**src/rtl/hilo_commit_unit.sv**
```systemverilog
// HI/LO commit unit for an N-issue MIPS pre-memory stage: collects mul/div
// results, forwards intra-bundle HI/LO to later lanes, commits once per bundle.
module hilo_commit_unit #(
  parameter int LANES = 2,
  parameter int W     = 32
) (
  input  logic               clk,
  input  logic               reset,
  input  logic               pms_valid,
  input  logic               ms_allowin,
  input  logic               flush,
  input  logic [LANES-1:0]   lane_valid,
  input  logic [LANES-1:0]   lane_hi_we,
  input  logic [LANES-1:0]   lane_lo_we,
  input  logic [2*LANES-1:0] lane_src,
  input  logic [W*LANES-1:0] lane_rs_value,
  input  logic [LANES-1:0]   lane_except,
  input  logic [LANES-1:0]   lane_eret,
  input  logic               mul_res_valid,
  input  logic [2*W-1:0]     mul_res,
  input  logic               div_res_valid,
  input  logic [2*W-1:0]     div_res,
  output logic               hilo_ready_go,
  output logic [W*LANES-1:0] rd_hi,
  output logic [W*LANES-1:0] rd_lo,
  output logic [W-1:0]       mul_lo,
  output logic [W-1:0]       hi,
  output logic [W-1:0]       lo
);

  localparam logic [1:0] SRC_RS  = 2'b00;
  localparam logic [1:0] SRC_MUL = 2'b01;
  localparam logic [1:0] SRC_DIV = 2'b10;

  logic [W-1:0]   hi_q, hi_d, lo_q, lo_d;
  logic [2*W-1:0] mul_hold_q, mul_hold_d, div_hold_q, div_hold_d;
  logic           mul_have_q, mul_have_d, div_have_q, div_have_d;

  logic [2*W-1:0] mul_eff, div_eff;
  logic [LANES-1:0] live, hi_wen, lo_wen;
  logic [W-1:0]   wr_hi [LANES];
  logic [W-1:0]   wr_lo [LANES];
  logic           need_mul, need_div, killed;
  logic [W-1:0]   run_hi, run_lo;
  logic           fire;

  assign mul_eff = mul_have_q ? mul_hold_q : mul_res;
  assign div_eff = div_have_q ? div_hold_q : div_res;
  assign mul_lo  = mul_eff[W-1:0];
  assign hi      = hi_q;
  assign lo      = lo_q;

  // Lanes from the first excepting/ERET lane onward are squashed; the walk
  // also builds the running HI/LO each lane observes from older lanes only.
  always_comb begin
    live     = '0;
    hi_wen   = '0;
    lo_wen   = '0;
    need_mul = 1'b0;
    need_div = 1'b0;
    killed   = 1'b0;
    run_hi   = hi_q;
    run_lo   = lo_q;
    rd_hi    = '0;
    rd_lo    = '0;
    for (int k = 0; k < LANES; k++) begin
      wr_hi[k] = lane_rs_value[k*W +: W];
      wr_lo[k] = lane_rs_value[k*W +: W];
      if (lane_valid[k] && (lane_except[k] || lane_eret[k])) killed = 1'b1;
      live[k] = lane_valid[k] && !killed;
      case (lane_src[2*k +: 2])
        SRC_MUL: begin
          wr_hi[k] = mul_eff[2*W-1:W];
          wr_lo[k] = mul_eff[W-1:0];
          need_mul = need_mul || live[k];
        end
        SRC_DIV: begin
          wr_hi[k] = div_eff[W-1:0];
          wr_lo[k] = div_eff[2*W-1:W];
          need_div = need_div || live[k];
        end
        default: ;
      endcase
      hi_wen[k] = live[k] && lane_hi_we[k] && (lane_src[2*k +: 2] != 2'b11);
      lo_wen[k] = live[k] && lane_lo_we[k] && (lane_src[2*k +: 2] != 2'b11);
      rd_hi[k*W +: W] = run_hi;
      rd_lo[k*W +: W] = run_lo;
      if (hi_wen[k]) run_hi = wr_hi[k];
      if (lo_wen[k]) run_lo = wr_lo[k];
    end
  end

  assign hilo_ready_go = !pms_valid ||
                         !((need_mul && !(mul_have_q || mul_res_valid)) ||
                           (need_div && !(div_have_q || div_res_valid)));

  // Handshake: the bundle leaves (fires) in a cycle where pms_valid, hilo_ready_go
  // and ms_allowin are all high and flush is low; otherwise it is held in place.
  assign fire = pms_valid && hilo_ready_go && ms_allowin && !flush;

  always_comb begin
    hi_d       = hi_q;
    lo_d       = lo_q;
    mul_hold_d = mul_hold_q;
    div_hold_d = div_hold_q;
    mul_have_d = mul_have_q;
    div_have_d = div_have_q;
    if (flush) begin
      mul_have_d = 1'b0;
      div_have_d = 1'b0;
    end else if (fire) begin
      hi_d       = run_hi;
      lo_d       = run_lo;
      mul_have_d = 1'b0;
      div_have_d = 1'b0;
    end else begin
      if (mul_res_valid && pms_valid && !mul_have_q) begin
        mul_hold_d = mul_res;
        mul_have_d = 1'b1;
      end
      if (div_res_valid && pms_valid && !div_have_q) begin
        div_hold_d = div_res;
        div_have_d = 1'b1;
      end
    end
  end

  always_ff @(posedge clk) begin
    if (reset) begin
      hi_q       <= '0;
      lo_q       <= '0;
      mul_hold_q <= '0;
      div_hold_q <= '0;
      mul_have_q <= 1'b0;
      div_have_q <= 1'b0;
    end else begin
      hi_q       <= hi_d;
      lo_q       <= lo_d;
      mul_hold_q <= mul_hold_d;
      div_hold_q <= div_hold_d;
      mul_have_q <= mul_have_d;
      div_have_q <= div_have_d;
    end
  end

endmodule
```
**config.mk**
```make
export PLATFORM = sky130hd
export DESIGN_NAME = hilo_commit_unit
export DESIGN_NICKNAME = d
export VERILOG_FILES = /design/src/rtl/hilo_commit_unit.sv
export SDC_FILE = /design/constraint.sdc
export NUM_CORES = 1
export LEC_CHECK = 0
export ABC_AREA = 1
export ABC_CLOCK_PERIOD_IN_PS = 2100
export CORE_MARGIN = 3
export CORE_UTILIZATION = 45
export CTS_CLUSTER_SIZE = 25
export DETAILED_ROUTE_END_ITERATION = 8
export PLACE_DENSITY = 0.78
export SETUP_SLACK_MARGIN = 0.2
export SKIP_CTS_REPAIR_TIMING = 1
export SLEW_MARGIN = 0
export SYNTH_ARGS = -nofsm -noshare
export SYNTH_HDL_FRONTEND = slang
export SYNTH_SLANG_ARGS = --single-unit
```
**constraint.sdc**
```tcl
create_clock -name clk -period 2.1 [get_ports clk]
set_input_delay 0.315 -clock clk [delete_from_list [all_inputs] [get_ports clk]]
set_output_delay 0.315 -clock clk [all_outputs]
set_load 0.05 [all_outputs]
```
==> key figures <==
Global route
  • Grt total ovfl: 0
  • First-pass GRT wire length: 109000 microns
  • All-Layer GR Usage: 37.8%
  • Largest net degree at the start of global routing: 68
  • Vias in the first global route: 19.6k
  • Initial antenna violation count: 10

Clock tree
  • Clk buf depth: 2
  • CTS clock-pin slew for the worst setup and hold paths: 0.08 ns
  • Clock Latency Late Sink: 0.46 ns
  • CTS tree: done
  • Root Driver: clkbuf_16
  • H-tree depth: 4
  • CTS Buf Count: 17
  • Number of clock sinks: 194

Worst setup path
  • Critical path required time: 1.78 ns
  • CP endpoint: rd_lo[48]
  • Slowest-stage cell, CP: dfxtp_4
  • Cell mode on critical path: buf_6
  • CP Launch Point: mul_have_q
  • Crit path DAT: 2.18 ns
  • Crit-path max cell delay: 0.40 ns
  • Worst reg-to-reg path cell count: 13
  • FF-to-FF End: lo[19]
  • Critical Path Source Type: flip-flop
  • Reg2reg start: mul_have_q
  • CP endpoint kind: primary output
  • Cells along the critical path: buf_6 -> buf_6 -> buf_6 -> o21ai_4 -> nand2_1 -> o21ai_1 -> buf_4 -> nand2_4 -> a21boi_4 -> buf_12
  • Crit path kind: flip-flop to primary output
  • Reg2Reg Setup Slack: 0.15 ns
  • CP max FO: 8

Placement
  • DP Worst Slack: -0.540 ns
  • I/O Buffers: 437
  • GP Congestion: 0.970
  • DP HPWL: 54500 microns
  • Dpl cells: 3823

Route
  • Initial DRC count: 2346
  • DR WL/cell: 19.7 microns
  • Final wirelength: 76600 microns
  • Detailed-route DRC error count: 0
  • Post-route ant nets: 0
  • Detailed-route via count: 21.1k
  • DR vias/cell: 5.41
  • Detailed Routing Iterations Pass 1: 7

Run status
  • Status: finished, violations left
  • Failing checks: setup timing

Worst hold path
  • WHS Path Cells: 4
  • Worst min path class: flip-flop to flip-flop

Synthesis
  • Top post-synthesis cells by area: nand2_1, dfxtp_1, inv_1, nor2_1, o21ai_0
  • Share of the synthesized area in the top cell type: 27.8%
  • Synth Net Count: 3186
  • Yosys top cell by area: nand2_1
  • Ys async rst share: 0%
  • Yosys cell types: 19
  • Gate Count Post-Synth: 2967
  • Mean post-synth cell area: 5.30 sq um
  • Seq/Total Area, Yosys: 24.7%
  • Yosys warnings: 0
  • Synth Cell Area: 15700 sq um
  • Post-synth EDFFs: 0
  • Ys flop type: dfxtp_1
  • Flops & latches, synth: 194

Pwr
  • Power after layout: 12900 uW
  • Peak supply drop: 0.000661 V
  • Static Leak: 0.0137 uW
  • Power density cells: 511 nW/um^2

Timing
  • Final clock skew: 0.0135 ns
  • Fin crit share: 119%
  • Final Critical Period: 2.49 ns
  • Max_slew headroom: 57.7%
  • Setup violators final: 69
  • RSZ-0062 raised after global routing: yes
  • Worst-margin pin slew: 0.633 ns
  • Fin. max-slew vios: 0
  • Fmax: 401 MHz
  • Setup ws final: -0.392 ns
  • Final hold vios: 0

Floorplan
  • Core Area: 34000 sq um
  • Initial Util: 46.2%
  • Top Ports: 438
  • Num rows: 67
  • Die X: 193 microns
  • Die Area: 37200 sq um
  • Die Height: 193 microns

Finish
  • Final core utilization: 74.2%
  • Fraction of final layout cells sized beyond drive strength 1: 16.7%
  • P&R area growth vs syn: 60.5%
  • Number of fill cells: 2726
  • Non-filler cells, final: 3894
  • Nets: 3643

Flow run
  • Max Cap Viol: 0
[flip-flops by register name, indices dropped and copies added, names as in the netlist]
| signal | cells |
|---|---|
| mul_hold_q | 64 |
| div_have_q | 1 |
| div_hold_q | 64 |
| hi | 32 |
| lo | 32 |
| mul_have_q | 1 |
[critical path: cells and delay by family, from the launching register on]
kind	cells	cell delay [ns]
buffers and inverters	5	0.71
AND/OR/NAND/NOR	2	0.12
AO/OA/AOI/OAI	3	0.49
flip-flops	1	0.40
[final cells by class]
class | instances | area, sq um | share of cell area [%]
Clock inverter | 15 | 170 | 0.674
Sequential cell | 194 | 3890 | 15.4
Timing Repair Buffer | 689 | 8190 | 32.4
Antenna cell | 9 | 22.5 | 0.0892
Multi-Input combinational cell | 2024 | 10100 | 40.1
Clock buffer | 17 | 425 | 1.68
Inverter | 498 | 1880 | 7.43
Tap cell | 448 | 561 | 2.22
[kinds of logic (layout without fill, tap and decap cells)]
group,count (synthesis),count (layout),synth area share [%]
and+or+nand+nor,1697,1697,43.3
buffers and inverters,749,1219,20.3
AOI/OAI and AO/OA,321,321,11.2
DFF,194,194,24.7
adders and majority gates,6,6,0.477
other,0,9,0
[report_power, final]
part | internal, uW | total [uW] | leakage [uW] | switching [uW]
combinational | 2210 | 5370 | 0.0119 | 3170
clock | 1800 | 3560 | 0.000287 | 1760
sequential | 3860 | 3980 | 0.00158 | 118
total | 7860 | 12900 | 0.0137 | 5050
[per-layer routing]
layer | track usage, % | vias to the layer above | wire (microns)
li1 | - | 9812 | -
met3 | 7.11 | 325 | 8120
met4 | 24.0 | 10 | 5310
met2 | 62.4 | 1369 | 35300
met5 | 0 | - | 60
met1 | 45.2 | 9549 | 27800
[synthesized netlist by cell type (2+ instances only)]
library cell  count
nand2_1        1164
clkbuf_1         85
inv_2             2
o21ai_1          64
a21boi_0         64
buf_4            78
buf_2            64
nor2_1          329
buf_1            23
inv_1           493
ha_1              6
nand4_1         131
o21ai_0         193
clkinv_1          3
dfxtp_1         194
nand3_1          68
nand3_2           4
[stage by stage]
step	cell area (sq um)	hold slack, ns	TNS (ns)
6_report	25300	0.514	-17.85
5_1_grt	25200	0.548	-23.82
4_1_cts	24300	0.503	-27.10
3_5_place_dp	23700	0.499	-86.80
3_3_place_gp	23700	0.493	-82.14
2_1_floorplan	16800	0.486	0
[worst min path at each step]
stage	start	to	slack [ns]
2_1_floorplan	mul_hold_q[32]	mul_hold_q[32]	0.49
3_3_place_gp	mul_hold_q[1]	mul_hold_q[1]	0.49
3_5_place_dp	mul_hold_q[14]	mul_hold_q[14]	0.50
4_1_cts	div_res[25]	div_hold_q[25]	0.50
5_1_grt	mul_hold_q[21]	mul_hold_q[21]	0.55
6_report	mul_hold_q[3]	mul_hold_q[3]	0.51
[layout by cell type, fill, tap and decap left out, drive strengths merged]
cell type      netlist  routed
nor3b                1       1
inv                495     506
buf                166     344
nor2               329     329
clkinvlp             0       3
diode                0       9
a21boi              64      64
nand2             1164    1164
dfxtp              194     194
clkbuf              85      24
clkdlybuf4s50        0     268
bufinv               0       2
clkinv               3       2
nand4              131     131
ha                   6       6
dlymetal6s2s         0      70
nand3               72      72
o21ai              257     257
Note: power is estimated with default switching activity, not from simulation.
